<file path="config.mk">
export PLATFORM = sky130hd
export DESIGN_NAME = imm_extend_unit_flat
export DESIGN_NICKNAME = d
export VERILOG_FILES = /design/src/rtl/imm_ext_pkg.sv /design/src/rtl/imm_extend_unit_if.sv /design/src/rtl/imm_ext_skid.sv /design/src/rtl/imm_extend_unit.sv /design/src/flat_wrapper.sv
export SDC_FILE = /design/constraint.sdc
export NUM_CORES = 1
export LEC_CHECK = 0
export ABC_AREA = 1
export CORE_ASPECT_RATIO = 1.25
export CORE_UTILIZATION = 40
export DETAILED_ROUTE_END_ITERATION = 12
export GPL_TIMING_DRIVEN = 0
export PLACE_DENSITY = 0.8
export SYNTH_ARGS = -nofsm -noshare
export SYNTH_HDL_FRONTEND = slang
export SYNTH_HIERARCHICAL = 1
export SYNTH_SLANG_ARGS = --single-unit
export TNS_END_PERCENT = 30
</file>
<file path="constraint.sdc">
create_clock -name clk -period 1 [get_ports clk]
set_clock_uncertainty 0.05 [all_clocks]
set_input_delay 0.1 -clock clk [delete_from_list [all_inputs] [get_ports clk]]
set_output_delay 0.1 -clock clk [all_outputs]
set_load 0.05 [all_outputs]
</file>
<file path="src/rtl/imm_ext_pkg.sv">
// Shared definitions for the immediate-extension unit: extension modes,
// default widths and the skid-buffer state encoding.
package imm_ext_pkg;

    localparam int IMM_IN_W_DEF  = 16;
    localparam int IMM_OUT_W_DEF = 32;

    typedef enum logic [1:0] {
        MODE_SIGN   = 2'd0,
        MODE_ZERO   = 2'd1,
        MODE_UPPER  = 2'd2,
        MODE_BRANCH = 2'd3
    } imm_mode_e;

    typedef enum logic [1:0] {
        ST_EMPTY = 2'd0,
        ST_ONE   = 2'd1,
        ST_TWO   = 2'd2
    } skid_state_e;

endpackage

</file>
<file path="src/rtl/imm_extend_unit_if.sv">
// Request/result handshake bundle of imm_extend_unit; the unit itself uses
// the slave modport, the producer/consumer side uses master.
interface imm_extend_unit_if
    import imm_ext_pkg::*;
#(
    parameter int IN_W  = IMM_IN_W_DEF,
    parameter int OUT_W = IMM_OUT_W_DEF
);
    logic             in_valid;
    logic             in_ready;
    logic [IN_W-1:0]  in_imm;
    logic [1:0]       in_mode;
    logic             out_valid;
    logic             out_ready;
    logic [OUT_W-1:0] out_data;

    modport master (
        output in_valid, in_imm, in_mode, out_ready,
        input  in_ready, out_valid, out_data
    );

    modport slave (
        input  in_valid, in_imm, in_mode, out_ready,
        output in_ready, out_valid, out_data
    );
endinterface

</file>
<file path="src/rtl/imm_ext_skid.sv">
// Result buffer for imm_extend_unit. Define IMM_EXTEND_SKID_EN for a 2-entry
// skid buffer with registered in_ready; default is a single output register.
module imm_ext_skid
    import imm_ext_pkg::*;
#(
    parameter int OUT_W = IMM_OUT_W_DEF
) (
    input  logic             clk,
    input  logic             reset,
    input  logic             flush,
    input  logic             in_valid,
    output logic             in_ready,
    input  logic [OUT_W-1:0] in_data,
    output logic             out_valid,
    input  logic             out_ready,
    output logic [OUT_W-1:0] out_data
);

`ifdef IMM_EXTEND_SKID_EN

    skid_state_e      state_reg, state_next;
    logic [OUT_W-1:0] head_reg, tail_reg;
    logic             ready_reg;
    logic             accept, drain;

    assign accept = in_valid && ready_reg && !flush;
    assign drain  = (state_reg != ST_EMPTY) && out_ready;

    always_ff @(posedge clk or posedge reset) begin
        if (reset) state_reg <= ST_EMPTY;
        else       state_reg <= state_next;
    end

    always_comb begin
        state_next = state_reg;
        if (flush) begin
            state_next = ST_EMPTY;
        end else begin
            case (state_reg)
                ST_EMPTY: if (accept) state_next = ST_ONE;
                ST_ONE: begin
                    if (accept && !drain)      state_next = ST_TWO;
                    else if (!accept && drain) state_next = ST_EMPTY;
                end
                ST_TWO:   if (drain) state_next = ST_ONE;
                default:  state_next = ST_EMPTY;
            endcase
        end
    end

    always_comb begin
        out_valid = (state_reg != ST_EMPTY);
        in_ready  = ready_reg;
        out_data  = head_reg;
    end

    // Held low through reset so the first acceptance is one cycle after release.
    always_ff @(posedge clk or posedge reset) begin
        if (reset) ready_reg <= 1'b0;
        else       ready_reg <= (state_next != ST_TWO);
    end

    always_ff @(posedge clk or posedge reset) begin
        if (reset) begin
            head_reg <= '0;
            tail_reg <= '0;
        end else if (!flush) begin
            case (state_reg)
                ST_EMPTY: if (accept) head_reg <= in_data;
                ST_ONE: begin
                    if (accept && drain) head_reg <= in_data;
                    else if (accept)     tail_reg <= in_data;
                end
                ST_TWO:   if (drain) head_reg <= tail_reg;
                default: ;
            endcase
        end
    end

`else

    logic             valid_reg;
    logic             ready_en_reg;
    logic [OUT_W-1:0] data_reg;
    logic             accept;

    // Combinational pass-through of out_ready keeps full throughput with one register.
    assign in_ready  = ready_en_reg && (!valid_reg || out_ready);
    assign accept    = in_valid && in_ready && !flush;
    assign out_valid = valid_reg;
    assign out_data  = data_reg;

    always_ff @(posedge clk or posedge reset) begin
        if (reset) begin
            valid_reg    <= 1'b0;
            ready_en_reg <= 1'b0;
            data_reg     <= '0;
        end else begin
            ready_en_reg <= 1'b1;
            if (flush) begin
                valid_reg <= 1'b0;
            end else if (accept) begin
                valid_reg <= 1'b1;
                data_reg  <= in_data;
            end else if (out_ready) begin
                valid_reg <= 1'b0;
            end
        end
    end

`endif

endmodule

</file>
<file path="src/rtl/imm_extend_unit.sv">
// Immediate extension (sign / zero / upper / branch) feeding a result buffer.
// Define IMM_EXTEND_SKID_EN to select the 2-entry skid buffer in imm_ext_skid.
module imm_extend_unit
    import imm_ext_pkg::*;
#(
    parameter int IN_W  = IMM_IN_W_DEF,
    parameter int OUT_W = IMM_OUT_W_DEF
) (
    input  logic             clk,
    input  logic             reset,
    input  logic             flush,
    imm_extend_unit_if.slave bus
);

    logic [OUT_W-1:0] sign_ext, zero_ext, upper_ext, branch_ext, ext_data;

    if (OUT_W < IN_W + 2) begin : g_width_check
        $error("imm_extend_unit: OUT_W must be at least IN_W+2");
    end

    genvar gi;
    for (gi = 0; gi < OUT_W; gi++) begin : g_ext
        if (gi < IN_W) begin : g_low
            assign sign_ext[gi] = bus.in_imm[gi];
            assign zero_ext[gi] = bus.in_imm[gi];
        end else begin : g_high
            assign sign_ext[gi] = bus.in_imm[IN_W-1];
            assign zero_ext[gi] = 1'b0;
        end

        if (gi < OUT_W - IN_W) begin : g_upper_zero
            assign upper_ext[gi] = 1'b0;
        end else begin : g_upper_imm
            assign upper_ext[gi] = bus.in_imm[gi-(OUT_W-IN_W)];
        end

        // Branch offsets are word-aligned: sign-extended value shifted left by 2.
        if (gi < 2) begin : g_branch_zero
            assign branch_ext[gi] = 1'b0;
        end else begin : g_branch_shift
            assign branch_ext[gi] = sign_ext[gi-2];
        end
    end

    always_comb begin
        ext_data = sign_ext;
        case (imm_mode_e'(bus.in_mode))
            MODE_SIGN:   ext_data = sign_ext;
            MODE_ZERO:   ext_data = zero_ext;
            MODE_UPPER:  ext_data = upper_ext;
            MODE_BRANCH: ext_data = branch_ext;
            default:     ext_data = sign_ext;
        endcase
    end

    imm_ext_skid #(
        .OUT_W(OUT_W)
    ) u_skid (
        .clk      (clk),
        .reset    (reset),
        .flush    (flush),
        .in_valid (bus.in_valid),
        .in_ready (bus.in_ready),
        .in_data  (ext_data),
        .out_valid(bus.out_valid),
        .out_ready(bus.out_ready),
        .out_data (bus.out_data)
    );

endmodule

</file>
<file path="src/flat_wrapper.sv">
// flat-port wrapper written by rule: the top's interface ports become plain ports
module imm_extend_unit_flat import imm_ext_pkg::*;
#(
    parameter int IN_W  = IMM_IN_W_DEF,
    parameter int OUT_W = IMM_OUT_W_DEF
)
  (clk, reset, flush, bus_in_valid, bus_in_imm, bus_in_mode, bus_out_ready, bus_in_ready, bus_out_valid, bus_out_data);
  imm_extend_unit_if #(.IN_W(IN_W), .OUT_W(OUT_W)) bus_i ();
  input  logic clk;
  input  logic reset;
  input  logic flush;
  input wire logic [$bits(bus_i.in_valid)-1:0] bus_in_valid;
  input wire logic [$bits(bus_i.in_imm)-1:0] bus_in_imm;
  input wire logic [$bits(bus_i.in_mode)-1:0] bus_in_mode;
  input wire logic [$bits(bus_i.out_ready)-1:0] bus_out_ready;
  output wire logic [$bits(bus_i.in_ready)-1:0] bus_in_ready;
  output wire logic [$bits(bus_i.out_valid)-1:0] bus_out_valid;
  output wire logic [$bits(bus_i.out_data)-1:0] bus_out_data;
  assign bus_i.in_valid = bus_in_valid;
  assign bus_i.in_imm = bus_in_imm;
  assign bus_i.in_mode = bus_in_mode;
  assign bus_i.out_ready = bus_out_ready;
  assign bus_in_ready = bus_i.in_ready;
  assign bus_out_valid = bus_i.out_valid;
  assign bus_out_data = bus_i.out_data;
  imm_extend_unit #(.IN_W(IN_W), .OUT_W(OUT_W)) u_core (.clk(clk), .reset(reset), .flush(flush), .bus(bus_i));
endmodule
</file>
# ---- Word level (Yosys, flattened, before mapping)
# Cells that the tools add are included.
dict set report classes {
  add_sub_neg 0
  mul 0
  n_div 0
  order_cmp 0
  eq_ne 3
  shifts 0
  muxes 4
  bitwise 1
  reduce_logical 9
}
# op count
set op_table {}
lappend op_table {{32-bit one-hot mux with 4 select lines} 1}
lappend op_table {{2-bit equality test, second input constant} 2}
lappend op_table {{1-bit logical AND} 3}
lappend op_table {{1-bit 2-to-1 mux} 3}
lappend op_table {{3-bit nonzero test} 1}
lappend op_table {{2-bit by 1-bit equality test with 1-bit output, second input constant} 1}
lappend op_table {{1-bit zero test} 2}
lappend op_table {{2-bit zero test} 1}
lappend op_table {{2-bit AND reduction} 1}
lappend op_table {{1-bit logical OR} 1}
lappend op_table {{1-bit NOT} 1}
dict set report word_totals {
  regBits 34
  latch_bits 0
  mem_bits_rw 0
  mem_bits_ro 0
  output_inout_bits 34
  word_cells 20
  mem_count 0
}

# ---- Longest topological paths before layout
dict set report depth {
  ltp_word 7
  depth_mapped 7
  depth_no_buf 5
}

# ---- By module
# The synthesis kept the hierarchy.
# module n_inst cells_each area_per_inst_um2 seq_area_each_um2
set modules_own_cells {}
lappend modules_own_cells {imm_ext_skid 1 152 1433.9 850.8}
lappend modules_own_cells {imm_extend_unit 1 89 504.2 0.0}

# ---- Least setup slack after synthesis
# Ideal clock, no wire load.
dict set report synth_path {
  kind {register to output}
  start {register u_core.u_skid.valid_reg (netlist: u_core/u_skid/out_valid)}
  end {output port bus_in_ready}
  t_arrival_ns 1.785
  t_required_ns 0.850
  slack_ns -0.935
  path_stages_with_launch 2
  path_buffers 0
  path_cell_list {dfrtp_1 a21boi_0}
}
dict set report synth_between {
  elab_chain_cells 3
}
# element line_no
set synth_lines {}
lappend synth_lines {{from (decl)} imm_ext_skid.sv:82} ;# logic valid_reg;
lappend synth_lines {{from (signal assigned)} imm_ext_skid.sv:95} ;# valid_reg <= 1'b0;
lappend synth_lines {{from (signal assigned)} imm_ext_skid.sv:101} ;# valid_reg <= 1'b0;
lappend synth_lines {{from (signal assigned)} imm_ext_skid.sv:103} ;# valid_reg <= 1'b1;
lappend synth_lines {{1-bit zero test} imm_ext_skid.sv:88} ;# assign in_ready = ready_en_reg && (!valid_reg || out_ready);
lappend synth_lines {{1-bit logical OR} imm_ext_skid.sv:88}
lappend synth_lines {{1-bit logical AND} imm_ext_skid.sv:88}
lappend synth_lines {{to (decl)} flat_wrapper.sv:16} ;# output wire logic [$bits(bus_i.in_ready)-1:0] bus_in_ready;
# No other way between the ends.

# ---- Worst setup path after layout
dict set report layout_path {
  start {register u_core.u_skid.ready_en_reg}
  end {output port bus_in_ready}
}
dict set report layout_between {
  elab_chain_cells 1
}
# element line_no
set layout_lines {}
lappend layout_lines {{from (decl)} imm_ext_skid.sv:83} ;# logic ready_en_reg;
lappend layout_lines {{from (signal assigned)} imm_ext_skid.sv:96} ;# ready_en_reg <= 1'b0;
lappend layout_lines {{from (signal assigned)} imm_ext_skid.sv:99} ;# ready_en_reg <= 1'b1;
lappend layout_lines {{1-bit logical AND} imm_ext_skid.sv:88}
# No other way between the ends.

==> summary.md <==
| Metric | Value |
|---|---|
| Nets | `about 330` |
| Fill cell count | `419` |
| Largest net degree at the start of global routing | `35` |
| Drt drc | `0` |
| Maxcap violations | `0` |
| Worst-path maximum fanout | `3` |
| Final hold vios | `0` |
| Pwr dens | `about 1700 mW/mm^2` |
| Mapped Cells | `about 240` |
| Fin crit share | `122%` |
| Setup crit start kind | `flip-flop` |
| Slew Viols, Final | `0` |
| Die width | `between 60 and 70 um` |
| Failing checks | `setup timing` |
| Number of port buffers | `55` |
| CTS sink count | `34` |
| Ys Warns | `6` |
| Min cycle time layout | `roughly 1.2 ns` |
| F_max | `between 800 and 900 MHz` |
| Ports | `57` |
| Critical Path Most Common Cell | `buf_6` |
| Final ANT Viol Nets | `0` |
| Mapped Nets | `approximately 260` |
| Die Area | `between 0.005 and 0.006 mm^2` |
| Sequential share of the synthesized area | `43.9%` |
| Row count | `27` |
| Final HPWL DP | `roughly 3800 um` |
| DR vias/cell | `5.26` |
| Max Buffers Root-to-Sink | `2` |
| Root buf cell | `clkbuf_8` |
| Die H | `between 70 and 80 um` |
| Tot GR Track Use | `~22%` |
| CP required | `~0.85 ns` |
| Slowest stage cell, crit path | `dfrtp_1` |
| CP endpoint kind | `output pin` |
| Final worst slack | `-0.216 ns` |
| Clock Latency Late Sink | `between 0.2 and 0.3 ns` |
| Peak VDD IR | `1.06 mV` |
| Slew headroom | `between 50% and 60%` |
| Synth cell types | `19` |
| Crit-path cells | `buf_6 > a21boi_4 > buf_6` |
| Routability cong. | `just over 0.9` |
| Final setup viols | `38` |
| Post-detailed-route wirelength per cell | `between 10 and 15 um` |
| Initial Util | `around 43%` |
| H-tree depth | `2` |
| Worst min-delay path category | `input port to asynchronous set/reset pin` |
| Worst Path Arrival | `roughly 1.1 ns` |
| DRT Pass-1 Iters | `4` |
| Synth Area per Inst | `~8.0 um^2` |
| CTS Buf Count | `5` |
| Global-route wire length before repair | `8410 um` |
| CTS Hold Buffers Added | `0` |
| Worst Path Buf+Inv | `2` |
| Leakage power | `0.00149 uW` |
| Slew @ Worst Pin | `slightly above 0.7 ns` |
| RSZ-0062 raised after global routing | `yes` |
| Vias in the first global route | `approximately 1,800` |
| CTS tree | `yes` |
| Largest delay share family, worst path | `flip-flops` |
| Crit Path Category | `flip-flop to output pin` |
| Synthesis-stage register bit count | `34` |
| CP peak stage delay | `around 0.38 ns` |
| Max reg flops | `32` |
| Clk pin slew, worst setup/hold paths | `0.07 ns` |
| Core area | `about 0.0045 mm^2` |
| Tot Pwr | `around 4700 uW` |
| Grt ovf | `0` |
| Share of cells above drive strength 1 | `~29%` |
| Area grow syn2layout | `43.4%` |
| Ant diodes | `0` |
| Iteration-0 DRC Markers | `between 70 and 80` |
| Status | `finished with violations` |
| Cell area after synthesis | `0.00194 mm^2` |
| Hold WS | `roughly 0.21 ns` |
| Wirelength, routed | `5110 um` |
| Initial antenna violation count | `0` |
| Vias | `~1,900` |
stage by stage:
step           worst slack [ns]  instance area, um^2  TNS [ns]  std cells  utilization [%]
2_1_floorplan            -0.177                 1960     -5.50        241                -
3_3_place_gp             -0.722                 2580    -42.87        354             57.0
3_5_place_dp             -0.751                 2580    -45.62        354             57.0
4_1_cts                  -0.274                 2710     -4.73        361             59.9
5_1_grt                  -0.246                 2780     -7.83        367             61.4
6_report                 -0.216                 2780     -5.66        367             61.4
cell type report:
| class | instances | area [um^2] | share of cell area, % |
|---|---|---|---|
| multi-input combinational | 175 | 916 | 33.0 |
| sequential | 34 | 852 | 30.7 |
| timing repair buffer | 61 | 633 | 22.8 |
| buffer | 22 | 178 | 6.39 |
| clock buffer | 7 | 86.3 | 3.11 |
| tap | 58 | 72.6 | 2.61 |
| inverter | 10 | 41.3 | 1.49 |
what timing repair did:
| action | in CTS | in global routing |
|---|---|---|
| resized for setup | 225 | 20 |
| buffers inserted | 0 | 5 |
| setup endpoints to repair | 101 | 61 |
| gates cloned | 0 | 1 |
| endpoints found under the hold margin | 0 | 0 |
layer usage:
metal	part of all wire (%)	GRT usage (%)
met1	42	27.1
met3	5.8	4.29
met4	1.8	11.1
met2	50	35.3
met5	0	0
cell usage after synthesis:
| library cell | n | area share (%) |
|---|---|---|
| nand3_1 | 29 | 7.5 |
| inv_2 | 1 | 0.19 |
| nand3_4 | 1 | 0.90 |
| nand3_2 | 12 | 6.2 |
| nor2_2 | 1 | 0.32 |
| nand2_1 | 83 | 16 |
| dfrtp_1 | 34 | 44 |
| nand2_2 | 2 | 0.65 |
| nor2_4 | 1 | 0.58 |
| a21boi_0 | 1 | 0.39 |
| buf_2 | 15 | 3.9 |
| o21ai_0 | 9 | 2.3 |
| buf_4 | 1 | 0.39 |
| nand4_1 | 32 | 10 |
| nor2_1 | 2 | 0.39 |
| buf_6 | 6 | 3.5 |
| conb_1 | 1 | 0.19 |
| inv_1 | 9 | 1.7 |
| nand2_4 | 1 | 0.58 |
report_power, final:
group / switching (uW) / internal, uW
combinational: 1280 / 711
sequential: 158 / 1600
clock: 456 / 545
total: 1890 / 2860
path summary, 6_finish.rpt:
check / startpoint / to / slack [ns] / depth (start not counted)
max: u_core/u_skid/ready_en_reg / bus_in_ready / -0.22 / 3
min: reset / u_core/u_skid/out_valid / 0.21 / 2
max reg2reg: u_core/u_skid/ready_en_reg / u_core/u_skid/out_data[31] / -0.17 / 6
min reg2reg: u_core/u_skid/out_data[24] / u_core/u_skid/out_data[24] / 0.42 / 2
max in group asynchronous: reset / u_core/u_skid/out_valid / 0.26 / 2
min in group clk: bus_in_mode[1] / u_core/u_skid/out_data[14] / 0.23 / 6
layout by cell type (no fill, tap or decap):
cell / n
nand2_2: 1
clkdlybuf4s15_2: 2
nand3_4: 1
inv_2: 1
inv_1: 8
nand4_1: 32
clkinvlp_4: 1
nand2_4: 2
nand2_1: 83
conb_1: 1
clkdlybuf4s50_1: 19
dfrtp_1: 33
buf_8: 1
nor2_1: 2
a21boi_4: 1
clkbuf_4: 2
nor2_2: 1
o21ai_1: 1
buf_2: 11
nor2_4: 1
buf_6: 40
clkbuf_1: 1
o21ai_0: 8
clkbuf_8: 6
buf_4: 6
dlygate4sd2_1: 2
nand3_2: 12
nand3_1: 29
dfrtp_2: 1
cells by family (layout without fill, tap and decap cells):
family | Yosys count | count (layout) | share of synthesized area (%)
buffers and inverters | 32 | 100 | 9.68
AND/OR/NAND/NOR | 164 | 164 | 43.5
other | 1 | 1 | 0.193
AO/OA/AOI/OAI | 10 | 10 | 2.71
flip-flops | 34 | 34 | 43.9
(Power assumes the default switching activity.)
